<file path="src/rtl/exec_dispatch.sv">
// exec_dispatch: execute-stage dispatcher. Steers decoded instructions to
// N_UNITS (possibly multi-cycle) functional units and retires their results
// strictly in program order, using a FIFO of unit indices to track order.
// Per-unit outstanding counters bound how many ops each unit holds at once.

module exec_dispatch #(
    parameter int N_UNITS  = 4,
    parameter int DEPTH    = 4,
    parameter int UNIT_MAX = 2,
    parameter int INSTR_W  = 96,
    parameter int RES_W    = 64,
    parameter int UID_W    = $clog2(N_UNITS)
) (
    input  logic                         i_clk,
    input  logic                         i_rst,
    input  logic                         i_flush,
    input  logic                         i_in_valid,
    output logic                         o_in_ready,
    input  logic [INSTR_W-1:0]           i_in_data,
    input  logic [UID_W-1:0]             i_in_unit,
    output logic [N_UNITS-1:0]           o_unit_valid,
    input  logic [N_UNITS-1:0]           i_unit_ready,
    output logic [INSTR_W-1:0]           o_unit_data,
    input  logic [N_UNITS-1:0]           i_unit_res_valid,
    output logic [N_UNITS-1:0]           o_unit_res_ready,
    input  logic [N_UNITS*RES_W-1:0]     i_unit_res_data,
    output logic                         o_out_valid,
    input  logic                         i_out_ready,
    output logic [RES_W-1:0]             o_out_data,
    output logic [UID_W-1:0]             o_out_unit,
    output logic [$clog2(DEPTH+1)-1:0]   o_inflight,
    output logic                         o_bad_unit
);

    localparam int PTR_W = $clog2(DEPTH);
    localparam int CNT_W = $clog2(DEPTH + 1);
    localparam int OC_W  = $clog2(UNIT_MAX + 1);

    // Order FIFO holds the unit index of every in-flight instruction.
    logic [UID_W-1:0] r_fifo [DEPTH];
    logic [PTR_W-1:0] r_wr;
    logic [PTR_W-1:0] r_rd;
    logic [CNT_W-1:0] r_count;
    logic [OC_W-1:0]  r_ocnt [N_UNITS];
    logic             r_bad;

    logic             w_unit_ok;
    logic             w_tgt_ready;
    logic             w_tgt_room;
    logic             w_dispatch_ok;
    logic             w_accept;
    logic [UID_W-1:0] w_head;
    logic             w_head_valid;
    logic             w_retire;
    logic [CNT_W-1:0] w_count_nxt;
    logic [OC_W-1:0]  w_ocnt_nxt [N_UNITS];

    // Look up readiness and spare capacity of the requested target unit.
    always_comb begin
        w_unit_ok   = (32'(i_in_unit) < N_UNITS);
        w_tgt_ready = 1'b0;
        w_tgt_room  = 1'b0;
        for (int i = 0; i < N_UNITS; i++) begin
            if (i_in_unit == UID_W'(i)) begin
                w_tgt_ready = i_unit_ready[i];
                w_tgt_room  = (32'(r_ocnt[i]) < UNIT_MAX);
            end
        end
    end

    // Dispatch decision; deliberately independent of i_out_ready.
    always_comb begin
        w_dispatch_ok = i_rst && !i_flush && (32'(r_count) < DEPTH) &&
                        w_unit_ok && w_tgt_ready && w_tgt_room;
        w_accept      = i_in_valid && w_dispatch_ok;
        o_in_ready    = w_dispatch_ok;
        o_unit_valid  = '0;
        for (int i = 0; i < N_UNITS; i++) begin
            if (w_accept && (i_in_unit == UID_W'(i))) begin
                o_unit_valid[i] = 1'b1;
            end
        end
    end

    assign o_unit_data = i_in_data;

    // In-order retire: only the unit at the FIFO head may present a result.
    always_comb begin
        w_head       = r_fifo[r_rd];
        w_head_valid = 1'b0;
        o_out_data   = '0;
        for (int i = 0; i < N_UNITS; i++) begin
            if (w_head == UID_W'(i)) begin
                w_head_valid = i_unit_res_valid[i];
                o_out_data   = i_unit_res_data[i*RES_W +: RES_W];
            end
        end
        o_out_valid      = (r_count != '0) && w_head_valid && !i_flush;
        w_retire         = o_out_valid && i_out_ready;
        o_out_unit       = w_head;
        o_unit_res_ready = '0;
        for (int i = 0; i < N_UNITS; i++) begin
            if (w_retire && (w_head == UID_W'(i))) begin
                o_unit_res_ready[i] = 1'b1;
            end
        end
    end

    // Next occupancy and per-unit counts; accept+retire on one unit cancels.
    always_comb begin
        w_count_nxt = r_count;
        if (w_accept && !w_retire) begin
            w_count_nxt = r_count + CNT_W'(1);
        end else if (w_retire && !w_accept) begin
            w_count_nxt = r_count - CNT_W'(1);
        end
        for (int i = 0; i < N_UNITS; i++) begin
            w_ocnt_nxt[i] = r_ocnt[i];
            if (o_unit_valid[i] && !o_unit_res_ready[i]) begin
                w_ocnt_nxt[i] = r_ocnt[i] + OC_W'(1);
            end else if (o_unit_res_ready[i] && !o_unit_valid[i]) begin
                w_ocnt_nxt[i] = r_ocnt[i] - OC_W'(1);
            end
        end
    end

    // State update: reset beats flush; flush drops in-flight work but keeps bad_unit.
    always_ff @(posedge i_clk) begin
        if (!i_rst) begin
            r_wr    <= '0;
            r_rd    <= '0;
            r_count <= '0;
            r_bad   <= 1'b0;
            for (int i = 0; i < N_UNITS; i++) begin
                r_ocnt[i] <= '0;
            end
            for (int d = 0; d < DEPTH; d++) begin
                r_fifo[d] <= '0;
            end
        end else begin
            if (i_in_valid && !w_unit_ok) begin
                r_bad <= 1'b1;
            end
            if (i_flush) begin
                r_wr    <= '0;
                r_rd    <= '0;
                r_count <= '0;
                for (int i = 0; i < N_UNITS; i++) begin
                    r_ocnt[i] <= '0;
                end
            end else begin
                if (w_accept) begin
                    r_fifo[r_wr] <= i_in_unit;
                    r_wr         <= r_wr + PTR_W'(1);
                end
                if (w_retire) begin
                    r_rd <= r_rd + PTR_W'(1);
                end
                r_count <= w_count_nxt;
                for (int i = 0; i < N_UNITS; i++) begin
                    r_ocnt[i] <= w_ocnt_nxt[i];
                end
            end
        end
    end

    assign o_inflight = r_count;
    assign o_bad_unit = r_bad;

endmodule
</file>
<file path="config.mk">
export PLATFORM = sky130hd
export DESIGN_NAME = exec_dispatch
export DESIGN_NICKNAME = d
export VERILOG_FILES = /design/src/rtl/exec_dispatch.sv
export SDC_FILE = /design/constraint.sdc
export NUM_CORES = 1
export LEC_CHECK = 0
export ABC_CLOCK_PERIOD_IN_PS = 2960
export CORE_AREA = 2 2 214 216
export CTS_BUF_LIST = sky130_fd_sc_hd__clkbuf_16
export DETAILED_ROUTE_END_ITERATION = 10
export DIE_AREA = 0 0 216 218
export PLACE_DENSITY_LB_ADDON = 0.3
export SKIP_CTS_REPAIR_TIMING = 1
export SLEW_MARGIN = 5
export SYNTH_ARGS = -nofsm -noshare
export SYNTH_HDL_FRONTEND = slang
export SYNTH_SLANG_ARGS = --single-unit
</file>
<file path="constraint.sdc">
create_clock -name i_clk -period 2.96 [get_ports i_clk]
set_input_delay 0.444 -clock i_clk [delete_from_list [all_inputs] [get_ports i_clk]]
set_output_delay 0.444 -clock i_clk [all_outputs]
set_load 0.02 [all_outputs]
</file>
### Word level (Yosys, flattened, before mapping)

Memory sizes are Yosys's and may differ from the RTL's. A register that Yosys moved wholly into a read port is not among the register bits.
Index checks and enable logic that the tools add are counted.

* input port bits: 367
* register bits: 7
* output and inout bits: 176
* word-level logic and storage cells: 138
* memories kept: 2
* RAM bits: 16

* mux-type cells: 58
* order comparisons: 5
* equality and inequality tests: 6
* bitwise operators: 9
* $add $sub $neg: 12
* reduce and logical (&&, ||, !) cells: 43

Memories
* r_fifo: words 4, width 2, read ports 1, clocked after Yosys merged registers in 1, wr ports 4, RTL line 40 `logic [UID_W-1:0] r_fifo [DEPTH];`
* r_ocnt: words 4, width 2, read ports 4, clocked after Yosys merged registers in 0, wr ports 4, RTL line 44 `logic [OC_W-1:0] r_ocnt [N_UNITS];`

Operators with widths (count)
* $mux W64: 4
* $mux W2: 20
* $mux W1: 32
* $logic_and A1 B1 Y1: 26
* $add A2 B1 Y2 const B: 6
* $logic_not A1 Y1: 11
* $eq A2 B2 Y1 const B: 4
* $lt A2 B2 Y1 const B: 4
* $or A1 B1 Y1: 8
* $sub A2 B1 Y2 const B: 4
* $mux W3: 2
* $eq A2 B1 Y1 const B: 2
* $logic_not A2 Y1: 2
* $reduce_or A2 Y1: 2
* $add A3 B1 Y3 const B: 1
* $lt A3 B3 Y1 const B: 1
* $reduce_bool A3 Y1: 1
* $sub A3 B1 Y3 const B: 1
* $reduce_bool A2 Y1: 1
* $not A1 Y1: 1

### Longest topological paths before layout

Gate-level depths: netlist (run 1).

* word-level depth: 15
* depth in mapped cells: 12
* depth with buffers taken out: 12

### Worst setup path after synthesis (run 1)

OpenSTA, ideal clock, no wires.

* kind: register to output
* start: register with a tool-made name
* end: output o_out_valid
* required time: 2516 ps
* slack: 136 ps
* cell stages (with the launch flop): 7
* data arrival time: 2380 ps
* cells stage by stage: dfxtp_1 > mux2_2 > o21ai_2 > inv_2 > mux2i_1 > nor2b_1 > a2111oi_0

RTL lines
* to (decl): RTL line 27 `output logic o_out_valid,`

==> results of run 1 <==
## layout make-up
cell class | count | area (µm²) | share of cell area (%)
timing repair buffer | 394 | 4020 | 50.7
multi-input combinational | 185 | 2410 | 30.3
tap | 600 | 751 | 9.46
sequential | 25 | 644 | 8.12
clock buffer | 3 | 75.1 | 0.946
inverter | 7 | 28.8 | 0.363
clock inverter | 1 | 7.51 | 0.0946
## flip-flops by register name (all words and copies together) (netlist names), named ones only
| signal | flops |
|---|---|
| r_rd | 2 |
| r_wr | 2 |
| o_inflight | 3 |
| r_fifo | 8 |
| r_ocnt | 8 |
## power by group through the flow
stage,Sequential [mW],Clock (mW),Combinational (mW)
final,0.392,0.320,1.08
after floorplan,0.396,0,0.593
after global placement,0.400,0,1.10
after CTS,0.392,0.332,1.10
after global routing,0.394,0.343,1.14
after detailed placement,0.401,0,1.09
## metrics by stage
stage	utilization, %	worst slack (ns)
after floorplan	-	0.136
after global placement	16.9	-0.209
after detailed placement	16.9	-0.195
after CTS	17.0	-0.518
after global routing	17.7	-0.0982
final	17.7	-0.0326
## path summary, 6_finish.rpt
kind,from,cells past startpoint,to
worst max-delay path,r_fifo[3][1],8,o_unit_res_ready[1]
worst max register to register,r_fifo[3][1],9,r_ocnt[1][1]
worst min register to register,r_rd[1],2,r_rd[1]
worst min-delay path,r_rd[1],2,r_rd[1]
## cells in the mapped netlist (all sizes together) (3+ instances only)
master | count | share of area (%)
inv | 7 | 0.69
xor2 | 4 | 0.92
nor4 | 3 | 0.49
o21ai | 6 | 0.88
nand2b | 11 | 1.8
buf | 108 | 21
mux2i | 9 | 2.4
nor2 | 11 | 1.1
clkbuf | 8 | 0.79
dfxtp | 11 | 5.8
nand2 | 10 | 0.98
nor2b | 9 | 1.5
and4 | 3 | 0.69
mux4 | 67 | 40
a21oi | 3 | 0.39
nor3 | 6 | 0.79
and3 | 3 | 0.49
nand3 | 7 | 0.92
or3 | 6 | 1.1
edfxtp | 14 | 11
## cell usage in the layout (no fill, tap or decap), types with 4 or more instances in the layout
| master | count |
|---|---|
| buf_12 | 4 |
| buf_4 | 44 |
| buf_6 | 6 |
| clkdlybuf4s50_1 | 279 |
| dfxtp_1 | 10 |
| dlymetal6s2s_1 | 59 |
| edfxtp_1 | 14 |
| inv_1 | 4 |
| mux2i_1 | 7 |
| mux4_2 | 66 |
| nand2_1 | 10 |
| nand2b_1 | 11 |
| nand3_1 | 7 |
| nor2_1 | 11 |
| nor2b_1 | 9 |
| nor3_1 | 5 |
| or3_1 | 4 |
| xor2_1 | 4 |
## kinds of logic after synthesis
| group | Yosys count | share of synthesized area, % |
|---|---|---|
| adder cells (fa/ha/maj) | 3 | 1.18 |
| flip-flops | 25 | 16.8 |
| buffers and inverters | 123 | 22.7 |
| XOR/XNOR | 6 | 1.38 |
| multiplexers | 77 | 42.2 |
| AO/OA/AOI/OAI | 21 | 4.16 |
| AND/OR/NAND/NOR | 77 | 11.5 |
| other | 1 | 0.0982 |
## critical path, delay by kind of cell (launching register included)
family	cells	cell delay, ns
AO/OA/AOI/OAI	1	0.24
AND/OR/NAND/NOR	2	0.47
buffers and inverters	4	0.51
flip-flops	1	0.41
multiplexers	1	0.66
## metal layers
layer	vias to the layer above	routed length [µm]	track usage [%]
met5	-	0	0
met4	0	204	1.07
met3	16	2180	3.15
met2	282	10600	15.0
met1	1923	9770	11.4
li1	1754	-	-
==> qor.yml, run 1 <==
yosys:
  syn_avg_cell_area_um2: 11.5
  synth_nets: 703
  syn_area_um2: 3820
  syn_inst: 333
  ys.flop_type: "edfxtp_1"
  yosys_warnings: 0
  synth_edf_count: 14
  synth_seq_area_share_pct: 16.8
  async_reset_ff_share_pct: 0
  synth_cell_type_count: 47
  ys_ff_latch: 25
pwr:
  switchingPower_mw: 0.567
  netSwitchingFraction_pct: 31.6
  p_clk_share_pct: 17.9
  power_frac_comb_pct: 60.3
  p_int_mw: 1.23
  power_density_nw_per_um2: 226
  seqPwrFrac_pct: 21.9
  p_total_mw: 1.79
  vdd_drop_max_mv: 0.209
  p_leak_nw: 3.19
detailed_routing:
  route.detailed.drc: 0
  routed_via_density: 3.27
  drt_iter0_drc: 113
  totalWireLength_um: 22800
  vias: 3975
  postRouteAntennaNets: 0
  first_pass_iters: 4
  routedWlPerCell_um: 18.8
floorplanning:
  rows: 78
  start_util_pct: 8.51
  io-pin-count: 543
  core-area_um2: 44900
  die_x_um: 216
  dieHeight_um: 218
  die_area_um2: 47100
place:
  gp_congestion: 0.870
  placed_area_um2: 7560
  port_buffers: 349
  hpwl_um: 19800
  placed_cells: 1207
critical_path:
  slowest_stage: "mux4_4"
  startpoint_type: "register"
  required_ns: 2.52
  worstPathArrival_ns: 2.55
  worstPathCellList: "mux4_4 -> buf_6 -> or3_4 -> o22a_4 -> buf_6 -> nor3_4 -> buf_6 -> buf_12"
  critical_path_peak_fanout: 4
  crit_type: "register to primary output"
  endpoint_kind: "primary output"
  max_stage_delay_ns: 0.66
  r2r_slack_ns: 0.06
  cpMostUsedCell: "buf_6"
cells_and_area:
  instances_no_fill: 1215
  diodes: 0
  design_area_um2: 7930
  syn2layout_area_growth_pct: 108
  fillCellCount: 4978
  nNetsFinal: 986
  drive_above_1_share_pct: 23.7
status:
  violations: "negative setup slack"
  status: "complete, but fails checks"
cts:
  cts_buffers: 3
  clock-root-buffer: "clkbuf_16"
  clock_latency_ns: 0.27
  clock_sinks: 25
  cts_htree_levels: 1
  cts_tree: "done"
  cts_buffer_depth: 2
  clkTransAtPathRegs_ns: 0.07
timing:
  finalHoldViolCount: 0
  tightest_slew_ns: 0.612
  skew_ns: 0.00632
  maxSlewViolCount: 0
  whs_ns: 0.502
  rsz0062_at_grt: "yes"
  fin_tns_setup_ns: -0.0326
  min_period_over_period_pct: 101
  fmax_mhz: 334
  relSlewSlack_pct: 58.9
  setup_viol: 1
  worst_slack_ns: -0.0326
  period_needed_ns: 2.99
job:
  drv_cap: 0
global_routing:
  grt_pass1_wl_um: 31000
  grt_antenna_before_repair: 2
  gr-total-overflow: 0
  grt_pass1_vias: 4289
  track_usage_pct: 8.99
  grt_max_degree: 29
hold_path:
  hp-class: "register to register"
(Power assumes the default switching activity.)
==> inputs of run 2 (changes only) <==
--- a/config.mk
+++ b/config.mk
@@ -5,12 +5,13 @@
 export SDC_FILE = /design/constraint.sdc
 export NUM_CORES = 1
 export LEC_CHECK = 0
+export ABC_AREA = 1
 export ABC_CLOCK_PERIOD_IN_PS = 2960
-export CORE_AREA = 2 2 214 216
+export CORE_AREA = 2 2 213 215
 export CTS_BUF_LIST = sky130_fd_sc_hd__clkbuf_16
 export DETAILED_ROUTE_END_ITERATION = 10
-export DIE_AREA = 0 0 216 218
-export PLACE_DENSITY_LB_ADDON = 0.3
+export DIE_AREA = 0 0 215 217
+export PLACE_DENSITY = 0.41
 export SKIP_CTS_REPAIR_TIMING = 1
 export SLEW_MARGIN = 5
 export SYNTH_ARGS = -nofsm -noshare
==> run 2 against run 1 <==
The flow now finishes without violations. Final cell count up 23%. Setup slack improved by 0.17 ns. Via count increased by 29%. Non-clock buffer count shrank 18. Clock skew decreased by 0.0012 ns. Global-route usage grew 1.3 points. Worst hold slack worse by 0.026 ns. Fmax increased by 6.1%. Largest cell class unchanged. Highest routed layer unchanged.
==> qor.yml, run 2 <==
timing:
  min_period_over_period_pct: 95.3
  skew_ns: 0.00516
  worst_slack_ns: 0.140
  finalHoldViolCount: 0
  fmax_mhz: 355
  period_needed_ns: 2.82
  fin_tns_setup_ns: 0
  setup_viol: 0
  maxSlewViolCount: 0
cells_and_area:
  syn2layout_area_growth_pct: 104
  final_cell_mix: "clkdlybuf4s50_1 (304), nand2_1 (300), nand4_1 (65)"
  layout.cells.most_common: "clkdlybuf4s50_1"
  nNetsFinal: 1268
  diodes: 0
  drive_above_1_share_pct: 7.69
pwr:
  p_total_mw: 1.85
  vdd_drop_max_mv: 0.191
  p_int_mw: 1.20
  p_clk_share_pct: 16.9
  seqPwrFrac_pct: 21.4
  power_frac_comb_pct: 61.8
  power_density_nw_per_um2: 241
  p_leak_nw: 3.25
  netSwitchingFraction_pct: 35.3
  switchingPower_mw: 0.652
cts:
  clkTransAtPathRegs_ns: 0.07
  cts_buffer_depth: 2
  clock_sinks: 25
  clock-root-buffer: "clkbuf_16"
  cts_htree_levels: 1
  cts_tree: "done"
  cts_buffers: 3
  clock_latency_ns: 0.26
critical_path:
  crit_buf_inv: 3
  worstPathCellList: "clkdlybuf4s50_1 -> inv_2 -> or2_1 -> nor2_4 -> nand2_2 -> nor2_4 -> nand2_4 -> nor3_2 -> clkdlybuf4s50_1"
  max_stage_delay_ns: 0.64
  worstPathArrival_ns: 2.38
  required_ns: 2.52
  crit_type: "primary input to primary output"
  critical_path_peak_fanout: 7
  endpoint_kind: "primary output"
  startpoint_type: "primary input"
  crit_family: "buffers and inverters"
  slowest_stage: "clkdlybuf4s50_1"
global_routing:
  grt_max_degree: 40
  grt_antenna_before_repair: 0
  grt_pass1_vias: 4985
  gr-total-overflow: 0
  grt_pass1_wl_um: 35400
  track_usage_pct: 10.3
yosys:
  synth_nets: 1015
  yosys_warnings: 0
  syn_avg_cell_area_um2: 5.84
  ys.flop_type: "edfxtp_1"
  syn_inst: 645
  async_reset_ff_share_pct: 0
  ys_top_cells_by_count: "nand2_1 (301), buf_4 (97), nand4_1 (65), nor2_1 (26), inv_1 (23)"
  syn_area_um2: 3770
  synth_top_cell_by_area: "nand2_1"
  ys_ff_latch: 25
  synth_seq_area_share_pct: 17.0
  yosys.area.top_type_share_pct: 30.0
  yosysMostFrequentCell: "nand2_1"
  synth_area_leaders: "nand2_1 (30%), buf_4 (19%), edfxtp_1 (11%)"
  synth_edf_count: 14
  synth_cell_type_count: 31
detailed_routing:
  first_pass_iters: 6
  vias: 5117
  totalWireLength_um: 26600
  route.detailed.drc: 0
  postRouteAntennaNets: 0
  routedWlPerCell_um: 17.7
  drt_iter0_drc: 251
  routed_via_density: 3.42
floorplanning:
  io-pin-count: 543
  rows: 78
  start_util_pct: 8.43
  core-area_um2: 44700
  die_x_um: 215
  die_area_um2: 46700
  dieHeight_um: 217
place:
  gp_congestion: 0.900
  hpwl_um: 22100
  detailedPlace.worstSlack_ns: 0.0827
  port_buffers: 349
status:
  status: "completed"
job:
  drv_cap: 0
hold_path:
  hp-class: "register to register"
==> run 2: cell types whose count changed after synthesis, moves of 7 or more <==
| cell | change |
|---|---|
| nand2b_1 | -11 |
| inv_1 | +19 |
| nor2_1 | +15 |
| nor2b_1 | -9 |
| clkbuf_1 | +11 |
| nand3_1 | +10 |
| mux2i_1 | -9 |
| nand2_1 | +291 |
| nand4_1 | +64 |
| mux4_2 | -67 |
| a21oi_1 | +7 |
==> run 2: final cells by class <==
class	count	area, µm²
inverters	30	113
well taps	600	751
clock buffers	3	75.1
flip-flops and latches	25	642
clock inverters	1	8.76
repair buffers	376	3940
multi-input cells	462	2150
fillers	5185	37000
==> run 2: through the flow <==
stage	cell area, µm²	std cells	utilization (%)	hold WS [ns]
after global routing	7670	1497	17.2	0.494
after floorplan	3770	645	-	0.436
after global placement	7470	1491	16.7	0.453
after CTS	7550	1495	16.9	0.475
after detailed placement	7470	1491	16.7	0.460
final	7670	1497	17.2	0.476
==> run 2: metal layers <==
metal | GRT usage [%] | up-vias | wire [µm]
met5 | 0.521 | - | 0
met4 | 3.06 | 0 | 805
met3 | 5.00 | 28 | 3300
met2 | 17.4 | 341 | 12600
met1 | 11.3 | 2259 | 9870
li1 | - | 2489 | -
==> run 2: kinds of logic after synthesis <==
logic type / Yosys count / share of synthesized area (%)
AND/OR/NAND/NOR: 431 / 50.7
buffers and inverters: 158 / 26.5
flip-flops: 25 / 17.0
AO/OA/AOI/OAI: 21 / 3.05
XOR/XNOR: 6 / 1.39
adder cells (fa/ha/maj): 3 / 1.20
other: 1 / 0.0995
==> run 2: path summary, 6_finish.rpt <==
kind / from / to / slack (ns) / depth (start not counted)
worst max-delay path: i_rst / o_unit_valid[0] / 0.14 / 9
worst max register to register: register / o_inflight[2] / 0.47 / 17
worst min-delay path: r_rd[0] / r_rd[0] / 0.48 / 1
worst min register to register: r_rd[0] / r_rd[0] / 0.48 / 1
==> run 2: power by group through the flow <==
| stage | Clock (mW) | Combinational [mW] | Sequential (mW) |
|---|---|---|---|
| floorplan | 0 | 0.581 | 0.399 |
| global placement | 0 | 1.16 | 0.402 |
| detailed placement | 0 | 1.15 | 0.403 |
| CTS | 0.318 | 1.16 | 0.395 |
| global route | 0.333 | 1.22 | 0.396 |
| finish | 0.312 | 1.14 | 0.394 |
